$ cat src/rtl/seg_pkg.sv
// Shared types and constants for the eight-digit seven-segment scanner.
package seg_pkg;

  localparam int NDIGITS = 8;

  typedef logic [3:0] nibble_t;
  typedef logic [6:0] hex7_t;
  typedef logic [7:0] seg_t;

  localparam seg_t SEG_OFF = 8'hFF;

endpackage

$ cat src/rtl/seg_scanner_if.sv
// Load channel of the scanner: new digit contents offered with a valid/ready handshake.
interface seg_scanner_if;
  import seg_pkg::*;

  logic [31:0]        data;
  logic [NDIGITS-1:0] dots;
  logic [NDIGITS-1:0] digit_en;
  logic               load_valid;
  logic               load_ready;

  modport master (
    output data,
    output dots,
    output digit_en,
    output load_valid,
    input  load_ready
  );

  modport slave (
    input  data,
    input  dots,
    input  digit_en,
    input  load_valid,
    output load_ready
  );

endinterface

$ cat src/rtl/seg_scanner_seg7.sv
// Hex nibble to active-low gfedcba pattern decoder.
module seg7
  import seg_pkg::*;
(
  input  nibble_t i_nib,
  output hex7_t   o_seg
);

  always_comb begin
    case (i_nib)
      4'h0:    o_seg = 7'h40;
      4'h1:    o_seg = 7'h79;
      4'h2:    o_seg = 7'h24;
      4'h3:    o_seg = 7'h30;
      4'h4:    o_seg = 7'h19;
      4'h5:    o_seg = 7'h12;
      4'h6:    o_seg = 7'h02;
      4'h7:    o_seg = 7'h78;
      4'h8:    o_seg = 7'h00;
      4'h9:    o_seg = 7'h10;
      4'hA:    o_seg = 7'h08;
      4'hB:    o_seg = 7'h03;
      4'hC:    o_seg = 7'h46;
      4'hD:    o_seg = 7'h21;
      4'hE:    o_seg = 7'h06;
      4'hF:    o_seg = 7'h0E;
      default: o_seg = 7'h7F;
    endcase
  end

endmodule

$ cat src/rtl/seg_scanner.sv
// Time-multiplexed eight-digit seven-segment driver with frame-synchronous,
// double-buffered content updates so the display never tears mid-frame.
module seg_scanner
  import seg_pkg::*;
#(
  parameter int DIV   = 100000,
  parameter int BLANK = 1000
)
(
  input  logic         clk,
  input  logic         rstn,
  seg_scanner_if.slave bus,
  output seg_t         an,
  output seg_t         seg,
  output logic         frame_tick
);

  localparam int              CW        = $clog2(DIV);
  localparam logic [CW-1:0]   CNT_MAX   = CW'(DIV - 1);
  localparam logic [CW:0]     BLANK_LIM = (CW + 1)'(BLANK);

  logic [CW-1:0]        r_cnt;
  logic [2:0]           r_idx;
  logic [31:0]          r_pend_data;
  logic [NDIGITS-1:0]   r_pend_dots;
  logic [NDIGITS-1:0]   r_pend_en;
  logic                 r_load_ready;
  logic [31:0]          r_disp_data;
  logic [NDIGITS-1:0]   r_disp_dots;
  logic [NDIGITS-1:0]   r_disp_en;
  seg_t                 r_an;
  seg_t                 r_seg;
  logic                 r_frame_tick;

  logic                 w_frame_end;
  logic                 w_xfer;
  logic                 w_in_blank;
  nibble_t              w_nib;
  hex7_t                w_hex;
  seg_t                 w_an_nxt;
  seg_t                 w_seg_nxt;

  assign w_frame_end = (r_cnt == CNT_MAX) && (r_idx == 3'd7);
  assign w_xfer      = bus.load_valid && r_load_ready;
  assign w_in_blank  = ({1'b0, r_cnt} < BLANK_LIM);
  assign w_nib       = nibble_t'(r_disp_data >> {r_idx, 2'b00});

  seg7 u_seg7 (
    .i_nib (w_nib),
    .o_seg (w_hex)
  );

  always_comb begin
    w_an_nxt  = SEG_OFF;
    w_seg_nxt = SEG_OFF;
    if (!w_in_blank && r_disp_en[r_idx]) begin
      w_an_nxt  = ~(8'h01 << r_idx);
      w_seg_nxt = {~r_disp_dots[r_idx], w_hex};
    end else begin
      w_an_nxt  = SEG_OFF;
      w_seg_nxt = SEG_OFF;
    end
  end

  always_ff @(posedge clk) begin
    if (!rstn) begin
      r_cnt        <= '0;
      r_idx        <= 3'd0;
      r_an         <= SEG_OFF;
      r_seg        <= SEG_OFF;
      r_frame_tick <= 1'b0;
    end else begin
      r_cnt        <= (r_cnt == CNT_MAX) ? '0 : r_cnt + CW'(1);
      r_idx        <= (r_cnt == CNT_MAX) ? r_idx + 3'd1 : r_idx;
      r_an         <= w_an_nxt;
      r_seg        <= w_seg_nxt;
      r_frame_tick <= w_frame_end;
    end
  end

  // Pending slot is full exactly while load_ready is low; it drains only at frame end.
  always_ff @(posedge clk) begin
    if (!rstn) begin
      r_load_ready <= 1'b1;
      r_pend_data  <= 32'd0;
      r_pend_dots  <= 8'd0;
      r_pend_en    <= 8'd0;
      r_disp_data  <= 32'd0;
      r_disp_dots  <= 8'd0;
      r_disp_en    <= 8'd0;
    end else if (w_frame_end && !r_load_ready) begin
      r_load_ready <= 1'b1;
      r_disp_data  <= r_pend_data;
      r_disp_dots  <= r_pend_dots;
      r_disp_en    <= r_pend_en;
    end else if (w_xfer) begin
      r_load_ready <= 1'b0;
      r_pend_data  <= bus.data;
      r_pend_dots  <= bus.dots;
      r_pend_en    <= bus.digit_en;
    end else begin
      r_load_ready <= r_load_ready;
    end
  end

  assign bus.load_ready = r_load_ready;
  assign an             = r_an;
  assign seg            = r_seg;
  assign frame_tick     = r_frame_tick;

endmodule

$ cat src/flat_wrapper.sv
// flat-port wrapper written by rule: the top's interface ports become plain ports
module seg_scanner_flat import seg_pkg::*;
#(
  parameter int DIV   = 100000,
  parameter int BLANK = 1000
)
  (clk, rstn, an, seg, frame_tick, bus_data, bus_dots, bus_digit_en, bus_load_valid, bus_load_ready);
  seg_scanner_if bus_i ();
  input  logic clk;
  input  logic rstn;
  output seg_t an;
  output seg_t seg;
  output logic frame_tick;
  input wire logic [$bits(bus_i.data)-1:0] bus_data;
  input wire logic [$bits(bus_i.dots)-1:0] bus_dots;
  input wire logic [$bits(bus_i.digit_en)-1:0] bus_digit_en;
  input wire logic [$bits(bus_i.load_valid)-1:0] bus_load_valid;
  output wire logic [$bits(bus_i.load_ready)-1:0] bus_load_ready;
  assign bus_i.data = bus_data;
  assign bus_i.dots = bus_dots;
  assign bus_i.digit_en = bus_digit_en;
  assign bus_i.load_valid = bus_load_valid;
  assign bus_load_ready = bus_i.load_ready;
  seg_scanner #(.DIV(DIV), .BLANK(BLANK)) u_core (.clk(clk), .rstn(rstn), .bus(bus_i), .an(an), .seg(seg), .frame_tick(frame_tick));
endmodule
$ cat config.mk
export PLATFORM = sky130hd
export DESIGN_NAME = seg_scanner_flat
export DESIGN_NICKNAME = d
export VERILOG_FILES = /design/src/rtl/seg_pkg.sv /design/src/rtl/seg_scanner_if.sv /design/src/rtl/seg_scanner_seg7.sv /design/src/rtl/seg_scanner.sv /design/src/flat_wrapper.sv
export SDC_FILE = /design/constraint.sdc
export NUM_CORES = 1
export LEC_CHECK = 0
export CORE_MARGIN = 5
export CORE_UTILIZATION = 49
export DETAILED_ROUTE_END_ITERATION = 10
export GPL_TIMING_DRIVEN = 0
export PLACE_DENSITY = 0.79
export REMOVE_ABC_BUFFERS = 1
export SYNTH_ARGS = -nofsm -noshare
export SYNTH_HDL_FRONTEND = slang
export SYNTH_SLANG_ARGS = --single-unit
$ cat constraint.sdc
create_clock -name clk -period 4.4 [get_ports clk]
set_input_delay 0.88 -clock clk [delete_from_list [all_inputs] [get_ports clk]]
set_output_delay 0.88 -clock clk [all_outputs]
set_load 0.01 [all_outputs]
# Yosys cells after proc, flatten, opt, wreduce, memory -nomap -nowiden
# Memories as Yosys holds them, arrays and structs flattened. A register that Yosys moved wholly into a read port is not among the register bits.
# Cells that the tools add are included.
[op_classes]
n_mux = 4
n_shift = 2
n_eq_ne = 2
reduce_logical = 11
add_sub_neg = 2
magnitude_cmp = 2
bitwise_logic = 4
[op_table]
columns = ["op", "n"]
rows = [
  ["$shr A32 B5 Y4", 1],
  ["$add A17 B1 Y17 const B", 1],
  ["$eq A17 B17 Y1 const B", 1],
  ["$lt A17 B10 Y1 const B", 1],
  ["$not A8 Y8", 1],
  ["$shl A1 B3 Y8 const A", 1],
  ["$bmux W1 S3", 2],
  ["$logic_and A1 B1 Y1", 4],
  ["$lt A3 B4 Y1 const B", 1],
  ["$reduce_and A2 Y1", 2],
  ["$reduce_or A2 Y1", 2],
  ["$add A3 B1 Y3 const B", 1],
  ["$eq A3 B3 Y1 const B", 1],
  ["$logic_not A1 Y1", 3],
  ["$not A1 Y1", 3],
  ["$mux W1", 2],
]
[totals]
rom_bits = 112
reg_bits = 134
wordCells = 40
memories = 1
in_bits = 51
output_inout_bits = 18
[mem_list]
columns = ["memory", "words", "word_bits", "rd", "rd_clocked_by_memory_dff", "write_ports", "line_no", "text"]
rows = [
  ["(no name shown)", 16, 7, 1, 1, 0, "seg_scanner_seg7.sv:10", "case (i_nib)"],
]

# Longest topological paths before layout
# Gate-level depths: netlist of the first run.
[logic_depth]
depth_word = 5
mapped_depth = 9

# Hierarchy
# From an unflattened synthesis of the first run, not the netlist that was laid out.
[unflattened]
hier_cells = 644
area_unflattened_um2 = 5814.3
[modules_own_cells]
columns = ["mod", "area_per_inst_um2", "instances", "cells_each", "seq_area_each_um2"]
rows = [
  ["seg_scanner", 5539.1, 1, 612, 2682.6],
  ["seg7", 275.3, 1, 32, 0.0],
]

# Least setup slack after synthesis of the first run
# No wires, ideal clock.
[synth_path]
path_kind = "register to register"
startpoint = "reg u_core.r_idx[0]"
endpoint = "reg u_core.r_seg[4], in the netlist u_core.seg[4]"
slack_ns = 2.228
setup_time_ns = 0.129
path_buffers = 1
path_stages_with_launch = 8
period_less_slack_ns = 2.172
arrival_ns = 2.042
path_cell_list = "dfxtp_1 -> buf_6 -> mux4_2 -> mux2_2 -> ha_1 -> mux2_2 -> nand2_1 -> o211ai_1"
[synth_between]
elab_chain_cells = 5
word_cells_on_any_way = 6
[synth_rtl]
columns = ["element", "line_no", "text"]
rows = [
  ["start: declaration", "seg_scanner.sv:23", "logic [2:0] r_idx;"],
  ["start signal: assignment", "seg_scanner.sv:74", "r_idx <= (r_cnt == CNT_MAX) ? r_idx + 3'd1 : r_idx;"],
  ["$bmux W1 S3", "seg_scanner.sv:56", "if (!w_in_blank && r_disp_en[r_idx]) begin"],
  ["$mux W1 (not written as such)", "seg_scanner.sv:56", ""],
  ["$logic_and A1 B1 Y1", "seg_scanner.sv:56", ""],
  ["$reduce_and A2 Y1 (no source line)", "-", ""],
  ["$logic_not A1 Y1 (no source line)", "-", ""],
  ["end: declaration", "seg_scanner.sv:32", "seg_t r_seg;"],
]
# Parallel ways exist; a longest one is shown, timed or not. The select of a mux whose other input is x is not followed.
# A chain may end at the register's enable or synchronous reset.

# Worst setup path in the final report of the first run
[layout_path]
startpoint = "reg u_core.r_idx[0]"
endpoint = "reg u_core.r_seg[0], in the netlist u_core.seg[0]"
# The elaborated chain is that of the path after synthesis.

==> impl_metrics.json, run 1 <==
{
  "finalClockSkew_ps": 7.67,
  "rrSetupSlack_ps": 1450,
  "min_path_type": "reg -> reg",
  "critPathKind": "reg -> reg",
  "initial_core_util_pct": 49.8,
  "synth_flop_cell": "dfxtp_1",
  "fmax_ghz": 0.339,
  "drv_slew": 0,
  "via_per_inst": 5.18,
  "insertion_delay_ps": 420,
  "synthesis.area_sq_um": 5690,
  "grt.total_usage_pct": 17.9,
  "portBuffers": 68,
  "cts_root_buf": "clkbuf_16",
  "dr.pass1.iters": 5,
  "critPathRequiredTime_ps": 4680,
  "cts_tree": "done",
  "fill_cells": 965,
  "rows": 39,
  "vias": 4298,
  "finalHoldViolCount": 0,
  "worst_r2r_endpoint": "u_core.seg[0]",
  "die_width_um": 118,
  "cp_max_fo": 15,
  "grt_pass1_wl_mm": 20.3,
  "synth_edf_count": 0,
  "yosys_register_bits": 134,
  "ir_drop_mv": 0.294,
  "ys_seq_area_share_pct": 47.1,
  "drive_gt1_share_pct": 12.2,
  "path_cells": "mux4_1 > mux2i_1 > nand2_1 > a21oi_1 > o21ai_1",
  "finalNetCount": 736,
  "path_buf_inv": 0,
  "worst-r2r-cell-count": 5,
  "syn_avg_cell_area_sq_um": 9.16,
  "period_share_pct": 67.1,
  "end_kind": "flip-flop",
  "power_density_nw_per_um2": 409,
  "drtIter0Drc": 216,
  "worstPathArrival_ps": 3230,
  "async_reset_ff_share_pct": 0,
  "rsz0062_at_grt": "no",
  "wl_per_cell_um": 14.4,
  "cts_buffer_depth": 2,
  "cts_buffers": 17,
  "cts_setup_buffers": 0,
  "cts_resized": 0,
  "tightest_slew_ps": 992,
  "grt_max_degree": 64,
  "gp_congestion": 0.796,
  "fin_util_pct": 61.6,
  "antenna_found_initial": 0,
  "htreeDepth": 4,
  "hold_buffers": 0,
  "cp_top_family": "multiplexers",
  "diodes": 0,
  "synth.yosys.warnings": 0,
  "syn_to_final_growth_pct": 23.6,
  "post-route-drc-count": 0,
  "die_area_sq_um": 13900,
  "clk_pin_slew_worst_paths_ps": 60,
  "setup_viol": 0,
  "fin_crit_ps": 2950,
  "mostFrequentLayoutCells": "nand2_1 (203), dfxtp_1 (134), a21boi_0 (76)",
  "synth_area_leaders": "dfxtp_1 (47%), nand2_1 (13%), a21boi_0 (10%)",
  "grt-ovfl-total": 0,
  "hold_end": "u_core.r_cnt[0]",
  "coreArea_sq_um": 11400,
  "holdCritStartpoint": "u_core.r_cnt[0]",
  "start_kind": "flip-flop",
  "syn_inst": 621,
  "r2r_start": "u_core.r_idx[0]",
  "critPathMaxStageDelay_ps": 910,
  "yosys.area.top_type": "dfxtp_1",
  "relSlewSlack_pct": 33.4,
  "max_cap_viol_count": 0,
  "clock_sinks": 134,
  "holdPathStages": 1,
  "status": "complete, no violations",
  "yosysUniqueCellTypes": 45,
  "yosysTopAreaCellShare_pct": 47.1,
  "dpl.hpwl_mm": 7.67,
  "io_pins": 69,
  "wl_mm": 11.9,
  "layout_commonest_cell": "nand2_1",
  "crit_slowest_cell": "dfxtp_1",
  "leakage_nw": 2.51,
  "die_h_um": 118,
  "power.total_mw": 2.88,
  "postRouteAntennaNets": 0,
  "first_global_vias": 4412
}
[cell usage after synthesis (4+ instances only)]
cell type / count
nand2_1: 204
dfxtp_1: 134
a21boi_0: 76
clkbuf_1: 24
a21boi_2: 20
nor2_1: 18
ha_1: 12
nand3_1: 11
mux4_2: 10
nand2_2: 10
and2_1: 8
inv_1: 8
mux2i_1: 8
xor2_1: 8
buf_2: 6
xnor2_1: 6
and3_1: 5
nand4_1: 4
o21ai_0: 4
[logic make-up (layout without fill, tap and decap cells)]
kind of cell	after synthesis	in the layout	synth area share, %
DFF	134	134	47.1
adders and majority gates	12	12	2.64
xor gates and xnor gates	14	14	2.15
and+or+nand+nor	279	279	21.1
muxes	24	24	7.28
AOI/OAI and AO/OA	112	112	15.7
buffers and inverters	46	111	3.98
[where the power goes]
part,leakage [nW],total [mW],switching [mW],internal [mW]
clock,0.288,1.49,0.544,0.949
combinational,1.14,0.127,0.0570,0.0703
sequential,1.09,1.26,0.0159,1.24
total,2.51,2.88,0.617,2.26
[sequential cells by signal (all words and copies together) (netlist names), 3 cells and up]
name,count
u_core.r_disp_en,8
u_core.r_pend_en,8
u_core.r_cnt,17
u_core.r_pend_data,32
u_core.r_pend_dots,8
u_core.r_disp_dots,8
u_core.an,8
u_core.seg,8
u_core.r_disp_data,32
u_core.r_idx,3
[cell type report]
| cell class | instances | area, sq um | area share (%) |
|---|---|---|---|
| Clock inverter | 15 | 205 | 2.92 |
| Sequential cell | 134 | 2680 | 38.1 |
| Tap cell | 143 | 179 | 2.54 |
| Inverter | 8 | 30.0 | 0.427 |
| Clock buffer | 17 | 425 | 6.05 |
| Multi-Input combinational cell | 441 | 2790 | 39.6 |
| Timing Repair Buffer | 71 | 726 | 10.3 |
[how the worst max path moves through the flow]
stage / from / to / slack [ps] / depth (start not counted)
2_1_floorplan: u_core.r_idx[0] / u_core.r_disp_data[0] / 1670 / 5
3_3_place_gp: rstn / u_core.r_cnt[14] / -310 / 3
3_5_place_dp: u_core.r_idx[0] / u_core.seg[3] / 1460 / 5
4_1_cts: u_core.r_idx[0] / u_core.seg[3] / 1430 / 5
5_1_grt: u_core.r_idx[0] / u_core.seg[3] / 1180 / 5
6_report: u_core.r_idx[0] / u_core.seg[0] / 1450 / 5
[per-layer routing]
layer	up-vias	GRT usage (%)	part of all wire, %
li1	2172	-	-
met1	1998	20.3	42
met2	105	30.5	52
met3	23	5.19	4.4
met4	0	8.75	2.4
met5	-	0	0
[metrics by stage]
| stage | setup TNS, ps | hold slack, ps | cells | area [sq um] | setup slack [ps] |
|---|---|---|---|---|---|
| 2_1_floorplan | 0 | 413 | 583 | 5490 | 1670 |
| 3_3_place_gp | -3800 | 423 | 794 | 6350 | -314 |
| 3_5_place_dp | 0 | 444 | 797 | 6400 | 1460 |
| 4_1_cts | 0 | 456 | 829 | 7030 | 1430 |
| 5_1_grt | 0 | 473 | 829 | 7030 | 1180 |
| 6_report | 0 | 449 | 829 | 7030 | 1450 |
Note: power is estimated with default switching activity, not from simulation.
==> run 2: changes to the inputs <==
--- a/config.mk
+++ b/config.mk
@@ -9,7 +9,7 @@
 export CORE_UTILIZATION = 49
 export DETAILED_ROUTE_END_ITERATION = 10
 export GPL_TIMING_DRIVEN = 0
-export PLACE_DENSITY = 0.79
+export PLACE_DENSITY = 0.81
 export REMOVE_ABC_BUFFERS = 1
 export SYNTH_ARGS = -nofsm -noshare
 export SYNTH_HDL_FRONTEND = slang
==> constraint.sdc (replaced) <==
create_clock -name clk -period 2.6 [get_ports clk]
set_input_delay 0.52 -clock clk [delete_from_list [all_inputs] [get_ports clk]]
set_output_delay 0.52 -clock clk [all_outputs]
set_load 0.01 [all_outputs]
==> run 2 against run 1 <==
Effect of this change: register-to-register slack worse by 1300 ps; utilization hardly changed; clock power is 60% higher; worst setup slack worse by 1300 ps; largest power group unchanged; highest routed layer unchanged; sequential share of layout area hardly changed; clock skew is 3.5 ps lower; die area stayed put; critical path type unchanged.
==> impl_metrics.json, run 2 (synthesis gave the netlist of run 1 again) <==
{
  "fin_util_pct": 61.6,
  "wl_per_cell_um": 14.3,
  "vias": 4269,
  "htreeDepth": 4,
  "clockPowerShare_pct": 50.5,
  "dp.cells": 797,
  "fin_crit_ps": 2420,
  "cts_root_buf": "clkbuf_16",
  "insertion_delay_ps": 410,
  "status": "complete, no violations",
  "finalNetCount": 739,
  "diodes": 0,
  "critPathKind": "reg -> reg",
  "setup_viol": 0,
  "rsz0062_at_grt": "no",
  "drv_slew": 0,
  "syn_to_final_growth_pct": 23.7,
  "drive_gt1_share_pct": 12.8,
  "relSlewSlack_pct": 34.8,
  "p_sw_mw": 0.947,
  "die_area_sq_um": 13900,
  "path_cells": "mux4_2 > nand2_1 > and2_1 > inv_1 > ha_1 > mux2i_1 > mux2i_1 > nand2b_1",
  "dr.pass1.iters": 4,
  "clk_pin_slew_worst_paths_ps": 50,
  "io_pins": 69,
  "tightest_slew_ps": 972,
  "leakage_nw": 2.53,
  "ir_drop_mv": 0.413,
  "antenna_found_initial": 0,
  "clock_sinks": 134,
  "via_per_inst": 5.14,
  "reg.largest.list": "u_core.r_disp_data: 32 flops, u_core.r_pend_data: 32 flops, u_core.r_cnt: 17 flops",
  "finalHoldViolCount": 0,
  "cts_tree": "done",
  "max_cap_viol_count": 0,
  "postRouteAntennaNets": 0,
  "hold_ws_ps": 447,
  "final_cells": 831,
  "grt-ovfl-total": 0,
  "p_int_mw": 3.79,
  "setup_tns_ps": 0,
  "min_path_type": "reg -> reg",
  "place_ws_ps": -428,
  "cts_buffer_depth": 2,
  "fmax_ghz": 0.414,
  "first_global_vias": 4274,
  "crit_top_cell": "mux2i_1",
  "post-route-drc-count": 0,
  "start_kind": "flip-flop",
  "pwr-share-comb_pct": 4.5,
  "grt_max_degree": 58,
  "mostFrequentLayoutCells": "nand2_1 (203), dfxtp_1 (132), a21boi_0 (76)",
  "die_width_um": 118,
  "finalClockSkew_ps": 4.19,
  "critPathRequiredTime_ps": 2880,
  "worstPathArrival_ps": 2690,
  "pwr-share-seq_pct": 45.0,
  "wl_mm": 11.9,
  "die_h_um": 118,
  "period_share_pct": 93.0,
  "grt.total_usage_pct": 17.6,
  "cp_top_family": "multiplexers",
  "portBuffers": 68,
  "rows": 39,
  "p_sw_share_pct": 20.0,
  "grt_pass1_wl_mm": 20.3,
  "initial_core_util_pct": 49.8,
  "cts_buffers": 17,
  "dpl.hpwl_mm": 7.79,
  "layout_commonest_cell": "nand2_1",
  "power_density_nw_per_um2": 673,
  "crit_slowest_cell": "dfxtp_2",
  "end_kind": "flip-flop",
  "drtIter0Drc": 180,
  "coreArea_sq_um": 11400,
  "finalWorstSetupSlack_ps": 183,
  "path_buf_inv": 1,
  "cp_max_fo": 15,
  "critPathMaxStageDelay_ps": 630,
  "gp_congestion": 0.842
}
## run 2: cell count changes in the layout (fill, tap and decap cells not counted), moves of 2 or more
cell        change
clkinv_2        +5
clkinv_4        -3
clkbuf_8        +3
buf_4           +3
dfxtp_2         +2
dfxtp_1         -2
clkinvlp_4      -5
## run 2: power groups by stage
stage                     sequential (mW)  combinational (mW)  clock, mW
final                                2.13               0.214       2.39
after detailed placement             2.17               0.215          0
after floorplan                      2.17              0.0912          0
after global routing                 2.13               0.238       2.54
after CTS                            2.13               0.217       2.43
after global placement               2.17               0.215          0
## run 2: cell type report
class                   count  area [sq um]
flip-flops and latches    134          2690
multi-input cells         441          2800
repair buffers             74           748
clock inverters            10           128
fillers                   952          4380
well taps                 143           179
clock buffers              21           470
inverters                   8          30.0
## run 2: repair_timing
action / in CTS / in global routing
hold buffers: 0 / 0
gates resized for setup: 3 / 1
buffers inserted: 0 / 3
pin swaps: 0 / 1
cloned: 0 / 0
setup endpoints to repair: 45 / 24
## run 2: metrics by stage
stage / total power, mW / area, sq um
2_1_floorplan: 2.26 / 5490
3_3_place_gp: 2.38 / 6350
3_5_place_dp: 2.39 / 6400
4_1_cts: 4.78 / 7010
5_1_grt: 4.92 / 7040
6_report: 4.74 / 7040
## run 2: path summary, 6_finish.rpt
kind,from,endpoint,slack [ps],cells past startpoint
worst max-delay path,u_core.r_idx[0],u_core.seg[3],180,8
worst min-delay path,u_core.r_cnt[0],u_core.r_cnt[0],450,1
worst max register to register,u_core.r_idx[0],u_core.seg[3],180,8
worst min register to register,u_core.r_cnt[0],u_core.r_cnt[0],450,1
## run 2: worst reg2reg max path: cells and delay by family, from the launching register on
kind	cells	cell delay, ps
buffers and inverters	1	120
and+or+nand+nor	3	460
muxes	3	810
DFF	1	630
adders and majority gates	1	260
## run 2: per-layer routing
layer / track usage [%] / wire length (um)
met4: 6.59 / 247
met2: 29.3 / 5890
met3: 4.66 / 461
met1: 21.7 / 5270
met5: 0 / 0
==> run 3: changes to the inputs <==
--- a/config.mk
+++ b/config.mk
@@ -8,8 +8,10 @@
 export CORE_MARGIN = 5
 export CORE_UTILIZATION = 49
 export DETAILED_ROUTE_END_ITERATION = 10
+export GPL_ROUTABILITY_DRIVEN = 0
 export GPL_TIMING_DRIVEN = 0
 export PLACE_DENSITY = 0.81
+export RECOVER_POWER = 25
 export REMOVE_ABC_BUFFERS = 1
 export SYNTH_ARGS = -nofsm -noshare
 export SYNTH_HDL_FRONTEND = slang
==> run 3 against run 2 <==
Effect of this change: sequential share of layout area barely moved; clock skew is essentially flat; highest routed layer unchanged; utilization hardly changed; register-to-register slack barely moved; global-route usage unchanged; worst hold slack is essentially flat; via count increased by 0.28%; critical path type unchanged; non-clock buffer count stayed put.
==> impl_metrics.json, run 3 (synthesis gave the netlist of run 1 again) <==
{
  "crit_slowest_cell": "dfxtp_2",
  "initial_core_util_pct": 49.8,
  "pwr-share-comb_pct": 4.5,
  "cp_top_family": "multiplexers",
  "insertion_delay_ps": 410,
  "cts_root_buf": "clkbuf_16",
  "die_width_um": 118,
  "grt-ovfl-total": 0,
  "relSlewSlack_pct": 34.6,
  "die_area_sq_um": 13900,
  "cts_buffer_depth": 2,
  "first_global_vias": 4274,
  "via_per_inst": 5.15,
  "cts_tree": "done",
  "postRouteAntennaNets": 0,
  "p_sw_mw": 0.949,
  "cp_max_fo": 15,
  "antenna_found_initial": 0,
  "mostFrequentLayoutCells": "nand2_1 (203), dfxtp_1 (132), a21boi_0 (76)",
  "clk_pin_slew_worst_paths_ps": 50,
  "min_path_type": "reg -> reg",
  "drive_gt1_share_pct": 12.6,
  "p_int_mw": 3.79,
  "drtIter0Drc": 196,
  "setup_viol": 0,
  "dr.pass1.iters": 4,
  "syn_to_final_growth_pct": 23.6,
  "vias": 4281,
  "dpl.hpwl_mm": 7.79,
  "diodes": 0,
  "worstPathArrival_ps": 2700,
  "p_sw_share_pct": 20.0,
  "dp.cells": 797,
  "design_area_sq_um": 7030,
  "power.total_mw": 4.74,
  "htreeDepth": 4,
  "finalClockSkew_ps": 3.96,
  "status": "complete, no violations",
  "ir_drop_mv": 0.413,
  "path_buf_inv": 1,
  "tightest_slew_ps": 975,
  "post-route-drc-count": 0,
  "crit_top_cell": "mux2i_1",
  "place_ws_ps": -428,
  "start_kind": "flip-flop",
  "coreArea_sq_um": 11400,
  "reg.largest.list": "u_core.r_disp_data: 32 flops, u_core.r_pend_data: 32 flops, u_core.r_cnt: 17 flops",
  "grt_pass1_wl_mm": 20.3,
  "clock_sinks": 134,
  "final_cells": 831,
  "die_h_um": 118,
  "critPathMaxStageDelay_ps": 630,
  "path_cells": "mux4_2 > nand2_1 > and2_1 > inv_1 > ha_1 > mux2i_1 > mux2i_1 > nand2b_1",
  "power_density_nw_per_um2": 673,
  "io_pins": 69,
  "wl_mm": 11.9,
  "fmax_ghz": 0.413,
  "critPathRequiredTime_ps": 2880,
  "rsz0062_at_grt": "no",
  "grt_max_degree": 58,
  "post_dp_cell_area_sq_um": 6400,
  "wl_per_cell_um": 14.3,
  "cts_buffers": 17,
  "finalNetCount": 739,
  "end_kind": "flip-flop",
  "clockPowerShare_pct": 50.5,
  "hold_buffers": 0,
  "portBuffers": 68,
  "grt.total_usage_pct": 17.6,
  "period_share_pct": 93.2,
  "fin_crit_ps": 2420,
  "pwr-share-seq_pct": 45.0,
  "rows": 39,
  "leakage_nw": 2.49,
  "finalHoldViolCount": 0,
  "max_cap_viol_count": 0,
  "layout_commonest_cell": "nand2_1",
  "critPathKind": "reg -> reg",
  "finalWorstSetupSlack_ps": 176,
  "drv_slew": 0
}
[run 3: changes by cell type in the layout (fill, tap and decap cells not counted), sizes merged]
| cell | before | now |
|---|---|---|
| dlygate4sd3 | 0 | 18 |
| clkdlybuf4s50 | 67 | 49 |
[run 3: power groups by stage]
stage	registers, mW	clock network [mW]	logic, mW
floorplan	2.17	0	0.0912
global placement	2.17	0	0.215
detailed placement	2.17	0	0.215
CTS	2.13	2.43	0.217
global route	2.13	2.54	0.238
finish	2.13	2.39	0.213
[run 3: path summary, 6_finish.rpt]
path / startpoint / depth (start not counted) / end / slack [ps]
max: u_core.r_idx[0] / 8 / u_core.seg[3] / 180
min: u_core.r_cnt[0] / 1 / u_core.r_cnt[0] / 450
max reg2reg: u_core.r_idx[0] / 8 / u_core.seg[3] / 180
min reg2reg: u_core.r_cnt[0] / 1 / u_core.r_cnt[0] / 450
[run 3: final cells by class]
cell class                 instances  area [sq um]
tap                              143           179
fill                             954          4380
multi-input combinational        441          2790
inverter                           8          30.0
timing repair buffer              74           748
sequential                       134          2690
clock buffer                      21           470
clock inverter                    10           128
[run 3: through the flow]
stage               hold slack [ps]  setup TNS [ps]  util (%)
floorplan                       413           -5330         -
global placement                425         -128000      55.6
detailed placement              442           -6640      56.1
CTS                             452               0      61.4
global route                    475               0      61.6
finish                          447               0      61.6
[run 3: repair_timing]
action,CTS,global route
setup endpoints to repair,45,24
gates resized for setup,3,1
pin swaps,0,1
buffers inserted,0,3
[run 3: per-layer routing]
layer	global-route usage, %	part of all wire (%)
met1	21.7	45
met2	29.3	49
met3	4.66	3.7
met4	6.59	2.1
met5	0	0
